--- src/rtl/monitor_bus_master.sv ---
// monitor_bus_master: initiator side of the monitor <-> option-slot byte bus.
// Runs one cmd/reg/data register transaction per request. POLL repeats reads until the
// sampled byte matches req_wdata or POLL_MAX reads have been made.
// Ports:
//   clk_20mhz, reset_x             clock, asynchronous active-low reset
//   req_valid/req_ready            request handshake (ready only in IDLE)
//   req_op/req_cmd/req_reg/req_wdata  request payload (op 0=WRITE 1=READ 2=POLL 3=READ)
//   rsp_valid/rsp_rdata/rsp_count/rsp_timeout  one-cycle response pulse, fields held until the next
//   clk_rw/ax_d/r_wx/slot_x_int_x  bus strobes
//   data_out/data_oe_x/data_in     shared data bus (master drive, active-low enable, card data)
//   int_x/irq_pending              card interrupt (active low) and its synchronised pending flag
module monitor_bus_master #(
    parameter int unsigned PHASE_CYC = 10,
    parameter int unsigned GAP_CYC   = 20,
    parameter int unsigned POLL_MAX  = 64
) (
    input  logic       clk_20mhz,
    input  logic       reset_x,
    input  logic       req_valid,
    output logic       req_ready,
    input  logic [1:0] req_op,
    input  logic [7:0] req_cmd,
    input  logic [7:0] req_reg,
    input  logic [7:0] req_wdata,
    output logic       rsp_valid,
    output logic [7:0] rsp_rdata,
    output logic [7:0] rsp_count,
    output logic       rsp_timeout,
    output logic       clk_rw,
    output logic       ax_d,
    output logic       r_wx,
    output logic       slot_x_int_x,
    output logic [7:0] data_out,
    output logic       data_oe_x,
    input  logic [7:0] data_in,
    input  logic       int_x,
    output logic       irq_pending
);

    localparam int unsigned BW = 8;
    localparam logic [1:0]    OP_WRITE = 2'd0;
    localparam logic [1:0]    OP_POLL  = 2'd2;
    localparam logic [BW-1:0] CMD_INIT = 8'h10;
    localparam logic [BW-1:0] BUS_IDLE = 8'hFF;

    typedef enum logic [3:0] {
        S_IDLE, S_CMD_LO, S_CMD_HI, S_REG_LO, S_REG_HI,
        S_DAT_LO, S_DAT_HI, S_GAP, S_DONE
    } state_t;

    state_t        state, state_nxt;
    logic [BW-1:0] phase_q;
    logic [1:0]    op_q;
    logic [BW-1:0] cmd_q, reg_q, wdata_q, samp_q, cnt_q;
    logic [1:0]    sync_q;

    logic          accept_c, phase_last_c, sample_c, finish_c, is_write_c, slot_sel_c;
    logic [1:0]    op_n;
    logic [BW-1:0] cmd_n, reg_n, wdata_n, samp_c, cnt_c;
    logic          clk_rw_c, ax_d_c, r_wx_c, slot_c, oe_c;
    logic [BW-1:0] dout_c;

    // Request fields as seen by the cycle after this edge (fresh on the accepting edge)
    always_comb begin
        accept_c     = (state == S_IDLE) && req_valid;
        op_n         = accept_c ? req_op    : op_q;
        cmd_n        = accept_c ? req_cmd   : cmd_q;
        reg_n        = accept_c ? req_reg   : reg_q;
        wdata_n      = accept_c ? req_wdata : wdata_q;
        is_write_c   = (op_n == OP_WRITE);
        slot_sel_c   = (cmd_n == CMD_INIT);
        phase_last_c = (phase_q == '0);
    end

    // Data sample on the last DAT_HI cycle; the poll decision uses the freshest sample/count
    always_comb begin
        sample_c = (state == S_DAT_HI) && phase_last_c;
        samp_c   = samp_q;
        cnt_c    = cnt_q;
        if (sample_c) begin
            samp_c = (op_q == OP_WRITE) ? BUS_IDLE : data_in;
            cnt_c  = cnt_q + BW'(1);
        end
        finish_c = (op_q != OP_POLL) || (samp_c == wdata_q) || (cnt_c == BW'(POLL_MAX));
    end

    // Next-state sequencing
    always_comb begin
        state_nxt = state;
        case (state)
            S_IDLE:   if (req_valid)    state_nxt = S_CMD_LO;
            S_CMD_LO: if (phase_last_c) state_nxt = S_CMD_HI;
            S_CMD_HI: if (phase_last_c) state_nxt = S_REG_LO;
            S_REG_LO: if (phase_last_c) state_nxt = S_REG_HI;
            S_REG_HI: if (phase_last_c) state_nxt = S_DAT_LO;
            S_DAT_LO: if (phase_last_c) state_nxt = S_DAT_HI;
            S_DAT_HI: if (phase_last_c) begin
                if (GAP_CYC == 0) state_nxt = finish_c ? S_DONE : S_CMD_LO;
                else              state_nxt = S_GAP;
            end
            S_GAP:    if (phase_last_c) state_nxt = finish_c ? S_DONE : S_CMD_LO;
            S_DONE:   state_nxt = S_IDLE;
            default:  state_nxt = S_IDLE;
        endcase
    end

    // Bus levels for the state being entered; registered below so they move only at phase boundaries
    always_comb begin
        clk_rw_c = 1'b1;
        ax_d_c   = 1'b1;
        r_wx_c   = 1'b1;
        slot_c   = 1'b1;
        oe_c     = 1'b1;
        dout_c   = BUS_IDLE;
        case (state_nxt)
            S_CMD_LO, S_CMD_HI: begin
                clk_rw_c = (state_nxt == S_CMD_HI);
                ax_d_c   = 1'b0;
                r_wx_c   = 1'b0;
                oe_c     = 1'b0;
                dout_c   = cmd_n;
                slot_c   = !slot_sel_c;
            end
            S_REG_LO, S_REG_HI: begin
                clk_rw_c = (state_nxt == S_REG_HI);
                ax_d_c   = 1'b0;
                r_wx_c   = 1'b0;
                oe_c     = 1'b0;
                dout_c   = reg_n;
                slot_c   = !slot_sel_c;
            end
            S_DAT_LO, S_DAT_HI: begin
                clk_rw_c = (state_nxt == S_DAT_HI);
                slot_c   = !slot_sel_c;
                if (is_write_c) begin
                    r_wx_c = 1'b0;
                    oe_c   = 1'b0;
                    dout_c = wdata_n;
                end
            end
            default: ;
        endcase
    end

    // State, phase timer, request capture, poll bookkeeping and registered outputs
    always_ff @(posedge clk_20mhz or negedge reset_x) begin
        if (!reset_x) begin
            state        <= S_IDLE;
            phase_q      <= '0;
            op_q         <= OP_WRITE;
            cmd_q        <= '0;
            reg_q        <= '0;
            wdata_q      <= '0;
            samp_q       <= BUS_IDLE;
            cnt_q        <= '0;
            req_ready    <= 1'b1;
            rsp_valid    <= 1'b0;
            rsp_rdata    <= BUS_IDLE;
            rsp_count    <= '0;
            rsp_timeout  <= 1'b0;
            clk_rw       <= 1'b1;
            ax_d         <= 1'b1;
            r_wx         <= 1'b1;
            slot_x_int_x <= 1'b1;
            data_out     <= BUS_IDLE;
            data_oe_x    <= 1'b1;
        end else begin
            state <= state_nxt;
            if (state_nxt != state)
                phase_q <= (state_nxt == S_GAP) ? BW'(GAP_CYC - 1) : BW'(PHASE_CYC - 1);
            else if (!phase_last_c)
                phase_q <= phase_q - BW'(1);

            if (accept_c) begin
                op_q    <= req_op;
                cmd_q   <= req_cmd;
                reg_q   <= req_reg;
                wdata_q <= req_wdata;
                samp_q  <= BUS_IDLE;
                cnt_q   <= '0;
            end else if (sample_c) begin
                samp_q <= samp_c;
                cnt_q  <= cnt_c;
            end

            req_ready <= (state_nxt == S_IDLE);
            rsp_valid <= (state_nxt == S_DONE);
            if (state_nxt == S_DONE) begin
                rsp_rdata   <= samp_c;
                rsp_count   <= (op_q == OP_POLL) ? cnt_c : BW'(1);
                rsp_timeout <= (op_q == OP_POLL) && (cnt_c == BW'(POLL_MAX)) && (samp_c != wdata_q);
            end

            clk_rw       <= clk_rw_c;
            ax_d         <= ax_d_c;
            r_wx         <= r_wx_c;
            slot_x_int_x <= slot_c;
            data_out     <= dout_c;
            data_oe_x    <= oe_c;
        end
    end

    // Interrupt synchroniser; pending is high while the card holds int_x low
    always_ff @(posedge clk_20mhz or negedge reset_x) begin
        if (!reset_x) sync_q <= 2'b00;
        else          sync_q <= {sync_q[0], !int_x};
    end

    assign irq_pending = sync_q[1];

endmodule

--- config.mk ---
export PLATFORM = sky130hd
export DESIGN_NAME = monitor_bus_master
export DESIGN_NICKNAME = d
export VERILOG_FILES = /design/src/rtl/monitor_bus_master.sv
export SDC_FILE = /design/constraint.sdc
export NUM_CORES = 1
export LEC_CHECK = 0
export BUFFER_PORTS_ARGS = -buffer_cell sky130_fd_sc_hd__buf_2
export CAP_MARGIN = 20
export CORE_ASPECT_RATIO = 0.6
export CORE_MARGIN = 2
export CORE_UTILIZATION = 37
export DETAILED_ROUTE_END_ITERATION = 6
export GPL_ROUTABILITY_DRIVEN = 1
export GPL_TIMING_DRIVEN = 0
export PLACE_DENSITY = 0.61
export SYNTH_ARGS = -nofsm -noshare
export SYNTH_HDL_FRONTEND = slang
export SYNTH_SLANG_ARGS = --single-unit
--- constraint.sdc ---
create_clock -name clk_20mhz -period 3.9 [get_ports clk_20mhz]
set_input_delay 0.78 -clock clk_20mhz [delete_from_list [all_inputs] [get_ports clk_20mhz]]
set_output_delay 0.78 -clock clk_20mhz [all_outputs]
set_load 0.01 [all_outputs]
==> Yosys cells after proc, flatten, opt, wreduce, memory -nomap -nowiden <==
Cells that the tools add are included.
W data, S select, Z words.
{ "totals": {"inputBits": 38, "word_cells": 95, "register_bits": 87, "output_inout_bits": 33} }
{ "classes": {"reduce_logical": 19, "eq_ne": 23, "addsub": 2, "n_mux": 32} }
{ "ops": {"columns": ["op", "n"], "rows": [
  ["$mux W8", 14],
  ["$mux W4", 9],
  ["$eq A4 B3 Y1 const B", 8],
  ["$pmux W4 S8", 1],
  ["$pmux W8 S3", 1],
  ["$eq A4 B2 Y1 const B", 4],
  ["$add A8 B1 Y8 const B", 1],
  ["$eq A4 B1 Y1 const B", 2],
  ["$eq A8 B5 Y1 const B", 1],
  ["$eq A8 B7 Y1 const B", 1],
  ["$eq A8 B8 Y1", 1],
  ["$logic_not A4 Y1", 2],
  ["$logic_not A8 Y1", 1],
  ["$ne A8 B8 Y1", 1],
  ["$sub A8 B1 Y8 const B", 1],
  ["$reduce_or A2 Y1", 3],
  ["$reduce_or A6 Y1", 1],
  ["$mux W5", 1],
  ["$eq A4 B4 Y1 const B", 1],
  ["$logic_and A1 B1 Y1", 4],
  ["$logic_not A2 Y1", 2],
  ["$ne A4 B4 Y1", 1],
  ["$reduce_or A4 Y1", 1],
  ["$mux W1", 3],
  ["9 further kinds", 11]
]} }

==> Logic depth before layout (Yosys ltp) <==
{ "depth": {"ltp_word": 12, "depth_mapped": 12, "ltp_nobuf": 9} }

==> Least setup slack after synthesis <==
OpenSTA, ideal clock, no wires.
{ "synth_timing": {"path_type": "reg2reg", "startpoint": "register phase_q[0]", "endpoint": "register rsp_count[5]", "stages_incl_launch_ff": 12, "required_time_ns": 3.775, "setup_slack_ns": 0.809, "setup_ns": 0.125, "path_buffers": 2, "synth_period_minus_slack_ns": 3.091, "arrival_time_ns": 2.966, "path_cell_list": "dfrtp_1 inv_1 ha_1 or4b_4 or4_4 mux2i_1 nor3_1 nor2_2 o31a_1 buf_6 buf_12 mux2_4"} }
{ "synth_between": {"elab_chain_cells": 10, "word_cells_on_any_way": 19, "classes_between": "3 x eq/ne; 12 x mux; 4 x reduce/logical"} }
{ "synth_lines": {"columns": ["element", "line_no", "text"], "rows": [
  ["from (decl)", "52", "logic [BW-1:0] phase_q;"],
  ["from (signal assigned)", "170", "phase_q <= (state_nxt == S_GAP) ? BW'(GAP_CYC - 1) : BW'(PHASE_CYC - 1);"],
  ["from (signal assigned)", "172", "phase_q <= phase_q - BW'(1);"],
  ["$logic_not A8 Y1 *", "72", "phase_last_c = (phase_q == '0);"],
  ["$logic_and A1 B1 Y1", "77", "sample_c = (state == S_DAT_HI) && phase_last_c;"],
  ["$mux W8", "80", "if (sample_c) begin"],
  ["$eq A8 B8 Y1", "84", "finish_c = (op_q != OP_POLL) || (samp_c == wdata_q) || (cnt_c == BW'(POLL_MAX));"],
  ["$logic_or A1 B1 Y1 (2 in series)", "84", null],
  ["$mux W4 (2 in series)", "101", "S_GAP: if (phase_last_c) state_nxt = finish_c ? S_DONE : S_CMD_LO;"],
  ["$pmux W4 S8", "90", "case (state)"],
  ["$eq A4 B4 Y1", "188", "if (state_nxt == S_DONE) begin"],
  ["to (signal assigned)", "190", "rsp_count <= (op_q == OP_POLL) ? cnt_c : BW'(1);"],
  ["to (decl)", "27", "output logic [7:0] rsp_count,"]
]} }
Mark *: on every way between the ends. The rest lies on a longest branch, timed or not.
A chain may end at the register's enable or synchronous reset.

==> Final worst setup path <==
Ends and elaborated chain as after synthesis.

==> flow_summary_export.csv <==
group,metric,value,unit
yosys,synth_top_cell_area_share,31.95,%
job,drv_cap,0,
clocking,clk_latency,350,ps
layout,register_area,0.002213,mm2
setup_path,r2r_cells,12,
timing,final-setup-viol-count,0,
yosys,synth_area_leaders,"dfrtp_1 (32%), dfstp_2 (17%), nand2_1 (5.3%)",
route,drt_iter0_markers,316,
setup_path,critPathRequiredTime,4140,ps
route,drt_wl_total,11440,um
power_and_ir_drop,vdd_drop_max,0.0002049,V
hold_path,hold_class,"reg -> reg",
timing,clock_skew,8.458,ps
layout,n_fill_cell,1177,
clocking,cts_buffer_depth,2,
timing,fmax,279.3,MHz
yosys,syn-mean-instance-area,10.19,um2
hold_path,min_from,"sync_q[0]",
global_route,grt_pass1_wl,18710,um
yosys,synthTopCellsByCount,"nand2_1 (64), dfrtp_1 (58), nor2_1 (38)",
yosys,async_reset_ff_share,100.0,%
yosys,synth_largest_area_cell,"dfrtp_1",
clocking,htree_levels,3,
timing,period_minus_slack,3581,ps
global_route,grt_pass1_vias,3574,
floorplanning,initial_utilization,37.78,%
floorplanning,die_w,147.1,um
yosys,synth.most_common_cell,"nand2_1",
route,drc,6,
clocking,cts_setup_buffers,0,
route,antenna_left,0,
timing,relSlewSlack,53.17,%
layout,multi_input_area,0.002111,mm2
clocking,postCtsHoldBufs,0,
timing,setup-tns-final,0,ps
yosys,ys_warn_count,0,
timing,fin_crit_sh,91.82,%
timing,hold_violations,0,
yosys,synth_edf_count,0,
floorplanning,core_region_area,0.01202,mm2
timing,rsz0062_at_grt,"no",
floorplanning,chipHeight,89.83,um
layout,syn_to_final_growth,19.33,%
layout,n_antenna_cell,0,
setup_path,worstReg2RegEnd,"rsp_count[5]",
timing,worst_pin_slew,701.0,ps
layout,layoutNonFillerInstCount,699,
clocking,ctsRootBufferMaster,"clkbuf_16",
layout,layout-drive-gt1-share,30.52,%
hold_path,hold_end,"sync_q[1]",
setup_path,end_kind,"flop",
placed_design,dp.cells,682,
clocking,cts_tree,"done",
placed_design,dpl.hpwl,8577,um
floorplanning,ioPinCount,71,
setup_path,rr_startpoint,"phase_q[0]",
layout,nets,569,
route,via_per_inst,5.215,
route,drt_pre_antenna_iters,7,
setup_path,r2r_slack,320,ps
route,num_vias,3645,
setup_path,worstPathMaxFanout,10,
timing,slew_violations,0,
setup_path,critPathKind,"reg -> reg",
power_and_ir_drop,p_per_area,356.1,mW/mm2
clocking,post_cts_resized,0,
setup_path,arrival,3820,ps
placed_design,port_buffers,70,
floorplanning,fp-row-count,31,
clocking,clock-sinks,87,
placed_design,gp_congestion,0.9273,
clocking,numCtsBuffers,9,
global_route,grt-ovfl-total,0,
global_route,antenna_found_initial,0,
yosys,synth_nets,486,
run_status,violations,"DRC",
yosys,syn_area,0.004543,mm2
yosys,ys_seq_area_share,48.72,%
yosys,ys_seq_elements,87,
route,wl_per_cell,16.36,um
floorplanning,die_area,0.01321,mm2
yosys,synth_cell_type_count,72,
clocking,cts.clk_slew.worst_paths,60,ps
global_route,grt_start_max_net_pins,47,
yosys,synth_ff_type,"dfrtp_1",
setup_path,start_kind,"flop",
global_route,grt_use_total,17.90,%
yosys,syn-instance-count,446,
run_status,outcome,"finished, violations left",
hold_path,min_path_cells,0,
power_and_ir_drop,leakage,0.002437,uW
## routing by layer
layer | wire length (um) | vias to the layer above | track usage (%)
li1 | - | 1718 | -
met1 | 5807 | 1780 | 27.44
met2 | 4819 | 132 | 25.23
met3 | 717 | 15 | 5.279
met4 | 95 | 0 | 2.885
met5 | 0 | - | 0
## layout make-up
type                            count  area share (%)
Clock buffer                        9           4.154
Sequential cell                    87           40.83
Buffer                             21           2.377
Clock inverter                      7           1.131
Inverter                           24           1.662
Multi-Input combinational cell    314           38.93
Tap cell                          165           3.808
Timing Repair Buffer               72           7.108
## where the power goes
group	internal [uW]	switching, uW
clock	446	399
combinational	54.6	80.6
sequential	932	17.5
## placed cells by master, fill, tap and decap left out, types with 4 or more instances in the layout
cell,synthesis,final
a21oi_1,9,9
clkbuf_1,10,10
o211ai_1,8,8
or3_1,6,6
nand2_1,64,64
inv_1,24,24
nand4_1,4,4
xnor2_1,9,9
mux2i_1,14,14
nor2b_1,4,4
nor3_1,9,9
mux2_4,9,9
nand2b_1,22,22
clkbuf_16,0,9
nor4_1,5,5
mux2_2,8,8
nor2_1,38,38
dfrtp_1,58,58
or2_2,4,4
nor4b_1,5,5
dfstp_2,29,29
o21ai_0,15,15
xor2_1,7,7
nand3_1,7,7
buf_2,3,73
a2bb2oi_1,8,8
## cell families (layout without fill, tap and decap cells)
kind of cell	count (synthesis)	in the layout	synth area share [%]
multiplexers	31	31	8.042
buffers and inverters	45	133	4.820
XOR/XNOR	16	16	3.085
AND/OR/NAND/NOR	189	189	22.17
flip-flops	87	87	48.72
AO/OA/AOI/OAI	76	76	12.61
adder cells (fa/ha/maj)	2	2	0.5507
## flip-flops by register name, indices dropped and copies added (netlist names)
| name | cells |
|---|---|
| req_ready | 1 |
| state | 4 |
| phase_q | 8 |
| reg_q | 8 |
| op_q | 2 |
| rsp_timeout | 1 |
| samp_q | 8 |
| ax_d | 1 |
| sync_q | 2 |
| slot_x_int_x | 1 |
| cmd_q | 8 |
| rsp_rdata | 8 |
| cnt_q | 8 |
| clk_rw | 1 |
| rsp_count | 8 |
| data_oe_x | 1 |
| data_out | 8 |
| wdata_q | 8 |
| rsp_valid | 1 |
## worst max-delay path, cell delays in order, from the launching register on
cell and delay [ps]:
dfrtp_1 380, inv_1 100, ha_1 240, nor4b_2 440, nand3_1 330, clkbuf_1 330
nor4b_1 450, o2111ai_2 180, nor2_2 240, o31a_1 190, buf_6 140, buf_12 150
mux2_4 300
## metrics by stage
stage	utilization [%]	hold WS [ps]	setup slack, ps	cell area, um2	total power (uW)
6_report	45.09	351.0	319.2	5421	1931
5_1_grt	45.09	355.1	4.390	5421	2009
4_1_cts	45.05	353.5	233.2	5416	1951
3_5_place_dp	42.66	338.9	268.6	5130	1101
3_3_place_gp	42.41	339.6	274.0	5100	1093
2_1_floorplan	-	331.2	809.0	4543	1030
## how the worst max path moves through the flow
| stage | from | end | slack [ps] | depth (start not counted) |
|---|---|---|---|---|
| 2_1_floorplan | phase_q[0] | rsp_count[5] | 810 | 11 |
| 3_3_place_gp | state[2] | data_out[6] | 270 | 8 |
| 3_5_place_dp | state[2] | data_out[6] | 270 | 8 |
| 4_1_cts | state[2] | data_out[6] | 230 | 8 |
| 5_1_grt | phase_q[0] | rsp_count[7] | 4 | 12 |
| 6_report | phase_q[0] | rsp_count[5] | 320 | 12 |
Note: power is estimated with default switching activity, not from simulation.
